## src/rtl/wb_dpbram_pkg.sv

```systemverilog
// Shared types and helpers for the Wishbone front-end of the simple dual-port BRAM.
// Holds the controller state encoding, the byte-select width rule and the byte-lane mask expansion.
package wb_dpbram_pkg;

   localparam int BYTE_W = 8;

   typedef enum logic {
      ST_IDLE  = 1'b0,
      ST_MERGE = 1'b1
   } state_e;

   function automatic int sel_width(input int data_width);
      return data_width / BYTE_W;
   endfunction

   // One select bit becomes a full byte lane of mask bits.
   function automatic logic [BYTE_W-1:0] byte_mask(input logic sel_bit);
      return {BYTE_W{sel_bit}};
   endfunction

endpackage

```

## src/rtl/wb_byte_merge.sv

```systemverilog
// Byte-lane merge for read-modify-write: selected lanes come from the new word,
// the rest keep the value read back from the BRAM.
module wb_byte_merge
   import wb_dpbram_pkg::*;
#(
   parameter int DATA_WIDTH = 32,
   parameter int SEL_WIDTH  = sel_width(DATA_WIDTH)
) (
   input  logic [DATA_WIDTH-1:0] i_old,
   input  logic [DATA_WIDTH-1:0] i_new,
   input  logic [SEL_WIDTH-1:0]  i_sel,
   output logic [DATA_WIDTH-1:0] o_merged
);

   logic [DATA_WIDTH-1:0] mask;

   for (genvar b = 0; b < SEL_WIDTH; b++) begin : g_lane
      assign mask[BYTE_W*b +: BYTE_W] = byte_mask(i_sel[b]);
   end

   assign o_merged = (i_new & mask) | (i_old & ~mask);

endmodule

```

## src/rtl/wb_dpbram_ctrl.sv

```systemverilog
// Wishbone B4 pipelined slave in front of a simple dual-port BRAM (A = write, B = registered read).
// Full-word writes and reads take one cycle; byte-select writes run as a one-cycle-stalled RMW.
module wb_dpbram_ctrl
   import wb_dpbram_pkg::*;
#(
   parameter int DATA_WIDTH = 32,
   parameter int ADDR_WIDTH = 10,
   parameter int SEL_WIDTH  = sel_width(DATA_WIDTH)
) (
   input  logic                  i_clk,
   input  logic                  i_rst_n,
   input  logic                  i_wb_cyc,
   input  logic                  i_wb_stb,
   input  logic                  i_wb_we,
   input  logic [ADDR_WIDTH-1:0] i_wb_addr,
   input  logic [DATA_WIDTH-1:0] i_wb_data,
   input  logic [SEL_WIDTH-1:0]  i_wb_sel,
   output logic                  o_wb_stall,
   output logic                  o_wb_ack,
   output logic [DATA_WIDTH-1:0] o_wb_data,
   output logic                  o_enA,
   output logic                  o_weA,
   output logic [ADDR_WIDTH-1:0] o_addrA,
   output logic [DATA_WIDTH-1:0] o_dinA,
   output logic                  o_enB,
   output logic [ADDR_WIDTH-1:0] o_addrB,
   input  logic [DATA_WIDTH-1:0] i_doutB
);

   state_e                state_q, state_d;
   logic                  ack_q, ack_d;
   logic [ADDR_WIDTH-1:0] addr_q, addr_d;
   logic [DATA_WIDTH-1:0] data_q, data_d;
   logic [SEL_WIDTH-1:0]  sel_q, sel_d;
   logic                  accept;
   logic                  sel_full;
   logic                  sel_none;
   logic [DATA_WIDTH-1:0] merged;

   assign o_wb_stall = (state_q == ST_MERGE);
   assign accept     = i_rst_n & i_wb_cyc & i_wb_stb & ~o_wb_stall;
   assign sel_full   = &i_wb_sel;
   assign sel_none   = ~|i_wb_sel;
   assign o_wb_ack   = ack_q;
   assign o_wb_data  = i_doutB;

   // Port B data arriving in MERGE is the old word read during the accept cycle.
   wb_byte_merge #(
      .DATA_WIDTH (DATA_WIDTH),
      .SEL_WIDTH  (SEL_WIDTH)
   ) u_merge (
      .i_old    (i_doutB),
      .i_new    (data_q),
      .i_sel    (sel_q),
      .o_merged (merged)
   );

   always_comb begin
      // NOTE: every signal driven here gets a default first so no path leaves it unassigned (no latches).
      state_d = state_q;
      ack_d   = 1'b0;
      addr_d  = addr_q;
      data_d  = data_q;
      sel_d   = sel_q;
      o_enA   = 1'b0;
      o_weA   = 1'b0;
      o_addrA = i_wb_addr;
      o_dinA  = i_wb_data;
      o_enB   = 1'b0;
      o_addrB = i_wb_addr;

      case (state_q)
         ST_IDLE: begin
            if (accept) begin
               if (!i_wb_we) begin
                  o_enB = 1'b1;
                  ack_d = 1'b1;
               end else if (sel_full) begin
                  o_enA = 1'b1;
                  o_weA = 1'b1;
                  ack_d = 1'b1;
               end else if (sel_none) begin
                  ack_d = 1'b1;
               end else begin
                  o_enB   = 1'b1;
                  addr_d  = i_wb_addr;
                  data_d  = i_wb_data;
                  sel_d   = i_wb_sel;
                  state_d = ST_MERGE;
               end
            end
         end
         ST_MERGE: begin
            o_enA   = 1'b1;
            o_weA   = 1'b1;
            o_addrA = addr_q;
            o_dinA  = merged;
            ack_d   = 1'b1;
            state_d = ST_IDLE;
         end
         default: state_d = ST_IDLE;
      endcase

      // A dropped cycle kills the ack but lets an in-flight merge finish, keeping memory consistent.
      if (!i_wb_cyc) ack_d = 1'b0;

      if (!i_rst_n) begin
         o_enA = 1'b0;
         o_weA = 1'b0;
         o_enB = 1'b0;
      end
   end

   always_ff @(posedge i_clk or negedge i_rst_n) begin
      if (!i_rst_n) begin
         state_q <= ST_IDLE;
         ack_q   <= 1'b0;
         addr_q  <= '0;
         data_q  <= '0;
         sel_q   <= '0;
      end else begin
         // NOTE: sequential state uses non-blocking assignments so every register samples pre-edge values.
         state_q <= state_d;
         ack_q   <= ack_d;
         addr_q  <= addr_d;
         data_q  <= data_d;
         sel_q   <= sel_d;
      end
   end

endmodule

```

## config.mk

```make
export PLATFORM = sky130hd
export DESIGN_NAME = wb_dpbram_ctrl
export DESIGN_NICKNAME = d
export VERILOG_FILES = /design/src/rtl/wb_dpbram_pkg.sv /design/src/rtl/wb_byte_merge.sv /design/src/rtl/wb_dpbram_ctrl.sv
export SDC_FILE = /design/constraint.sdc
export NUM_CORES = 1
export LEC_CHECK = 0
export BUFFER_PORTS_ARGS = -buffer_cell sky130_fd_sc_hd__buf_4
export CAP_MARGIN = 20
export CORE_UTILIZATION = 45
export CTS_CLUSTER_SIZE = 8
export DETAILED_ROUTE_END_ITERATION = 7
export MAX_ROUTING_LAYER = met4
export PLACE_DENSITY = 0.77
export SYNTH_ARGS = -nofsm -noshare
export SYNTH_HDL_FRONTEND = slang
export SYNTH_SLANG_ARGS = --single-unit
export TNS_END_PERCENT = 100
```

## constraint.sdc

```tcl
create_clock -name i_clk -period 2.1 [get_ports i_clk]
set_input_delay 0.21 -clock i_clk [delete_from_list [all_inputs] [get_ports i_clk]]
set_output_delay 0.21 -clock i_clk [all_outputs]
set_load 0.03 [all_outputs]
```

==> results.py <==
metrics = {
    "run_status": {
        "status": "finished, violations left",
        "violations": "DRC",
    },
    "detailed_routing": {
        "wl_per_cell_um": 14.3,
        "drt_wl_total_um": 6790,
        "vias": 2373,
        "routed_via_density": 5.01,
        "drt_pass1_iterations": 8,
        "drc": 11,
        "ant_nets": 0,
        "drt_iter0_drc": 70,
    },
    "floorplanning": {
        "ios": 172,
        "dieHeight_um": 84.7,
        "core_area_um2": 6490,
        "row_count": 29,
        "start_util_pct": 47.4,
        "fp.dieW_um": 84.7,
        "dieArea_um2": 7180,
    },
    "sta": {
        "rsz0062_at_grt": "false",
        "finalHoldViolCount": 0,
        "fin_skew_ps": 4.22,
        "fmax_ghz": 0.536,
        "slew_viol_final": 0,
        "period_needed_ps": 1870,
        "max_slew_margin_pct": 60.2,
        "fin_tns_setup_ps": 0,
        "finalCritPeriodShare_pct": 88.8,
        "setup_viol": 0,
        "tightestPinTransition_ps": 598,
    },
    "power_and_ir_drop": {
        "p_leak_uw": 0.00221,
        "powerDensity_nw_per_um2": 695,
        "ir_drop_mv": 0.381,
    },
    "cts": {
        "cts_tree": "done",
        "htree_levels": 2,
        "clock_latency_ps": 290,
        "clk_pin_slew_ps": 80,
        "root_buffer": "clkbuf_8",
        "cts.sinks": 48,
        "postCtsSetupBuffers": 0,
        "clk_path_buf_depth": 2,
        "cts_made_buffers": 5,
        "ctsHoldBuffers": 0,
    },
    "setup_path": {
        "cp_max_fo": 77,
        "crit_arrival_ps": 1660,
        "regToRegSetupSlack_ps": 390,
        "crit_path_end_kind": "output pin",
        "cp_data_required_time_ps": 1890,
        "path_class": "flip-flop to output pin",
        "setup.worst_path.start_class": "flip-flop",
    },
    "cells_and_area": {
        "final_layout_size_suffix_gt1_share_pct": 56.7,
        "diodes": 0,
        "syn2layout_area_growth_pct": 36.0,
        "fin_util_pct": 64.5,
        "nNetsFinal": 479,
        "num-fill-cells": 541,
    },
    "yosys": {
        "syn_avg_cell_area_um2": 11.3,
        "synth_area_um2": 3080,
        "ys_seq_area_share_pct": 39.0,
        "synth_area_leaders": "dfrtp_1 (39%), mux2_4 (14%), buf_4 (11%)",
        "netlist_instances": 273,
        "synth.distinct_cells": 22,
        "yosys_warnings": 0,
        "yosys.area.top_type_share_pct": 39.0,
        "synth_seq_cells": 48,
        "synth_top_cell_by_area": "dfrtp_1",
        "syn-num-nets": 356,
    },
    "placement": {
        "dp_hpwl_um": 5270,
        "gp_congestion": 0.691,
        "port_buffers": 171,
    },
    "grt": {
        "grt_first_pass_wirelength_um": 11000,
        "grt.total_usage_pct": 19.6,
        "grt_pass1_vias": 2399,
        "antenna_found_initial": 0,
        "grt.overflow.total": 0,
        "grt_max_degree": 78,
    },
    "run": {
        "maxCapViolations": 0,
    },
    "hold_path": {
        "hold_class": "primary input to asynchronous set/reset pin",
    },
}
-- where the power goes --
part / internal, uW / switching, uW / leakage, uW / total [uW]
clock network: 269 / 280 / 0.0000455 / 548
registers: 1140 / 192 / 0.000579 / 1330
logic: 587 / 448 / 0.00159 / 1040
total: 1990 / 920 / 0.00221 / 2910
-- cell usage after synthesis --
cell type  number
dfrtp_1        48
buf_4          44
nor2_1         33
a21oi_1        32
mux2i_1        32
mux2_4         29
mux2_1         17
clkbuf_1       10
mux2_2         10
buf_12          3
buf_1           2
nand2_1         2
o21a_1          2
a21boi_0        1
a31oi_1         1
and4b_1         1
buf_8           1
inv_2           1
nand3_1         1
nand4_1         1
nand4_2         1
or4_4           1
-- cell usage in the layout, fill, tap and decap left out, types with 2 or more instances in the layout --
cell type / Yosys / layout
mux2i_1: 32 / 32
nor2_1: 33 / 33
nand2_1: 2 / 2
buf_4: 44 / 172
o21a_1: 2 / 2
a21oi_1: 32 / 32
clkbuf_1: 10 / 2
buf_12: 3 / 3
mux2_4: 29 / 29
clkbuf_8: 0 / 6
mux2_1: 17 / 17
dfrtp_1: 48 / 47
mux2_2: 10 / 10
-- metrics by stage --
step           hold slack [ps]  worst slack (ps)  instance area, um^2  power (uW)  std cells
6_report                  18.7               234                 4190        2910        474
5_1_grt                   65.9               126                 4190        3090        474
4_1_cts                   39.8              51.2                 4190        2950        474
3_5_place_dp               360               264                 4100        2390        466
3_3_place_gp               351               302                 4100        2350        466
2_1_floorplan            -85.6              99.3                 3080        2060        273
-- path summary, 6_finish.rpt --
check	startpoint	depth (start not counted)	end
hold reg to reg	data_q[6]	1	data_q[6]
max in group asynchronous	i_rst_n	2	o_wb_stall
setup / recovery	o_wb_stall	3	o_addrA[8]
hold / removal	i_rst_n	2	data_q[6]
setup reg to reg	o_wb_stall	4	data_q[16]
min in group i_clk	i_wb_data[14]	2	data_q[14]
-- repair_timing --
action	4_1_cts	5_1_grt
endpoints found under the setup margin	0	10
hold endpoints to repair	0	0
resized for setup	0	1
-- state kept, by name, summed over array words and instances (netlist names) --
| name | cells |
|---|---|
| sel_q | 4 |
| o_wb_stall | 1 |
| data_q | 32 |
| addr_q | 10 |
| o_wb_ack | 1 |
-- layout make-up --
type	instances	area, um^2	share of cell area, %
tap	77	96.3	2.30
sequential	48	1200	28.7
timing repair buffer	176	1360	32.5
inverter	1	3.75	0.0896
clock buffer	8	90.1	2.15
multi-input combinational	164	1430	34.2
-- per-layer routing --
layer	track usage (%)	up-vias	wire length, um
li1	-	1153	-
met1	23.3	1120	2720
met2	34.3	95	3510
met3	3.93	5	512
met4	4.62	0	47
met5	-	-	0
-- cells by family after synthesis --
logic type	synth area share, %
buffers and inverters	14.7
muxes	34.4
DFF	39.0
AOI/OAI and AO/OA	6.13
and+or+nand+nor	5.73
-- critical path, cell delays in order, from the launching register on --
cell and delay (ps):
dfrtp_2 360, buf_6 420, mux2_2 390, buf_4 170
(Power assumes the default switching activity.)
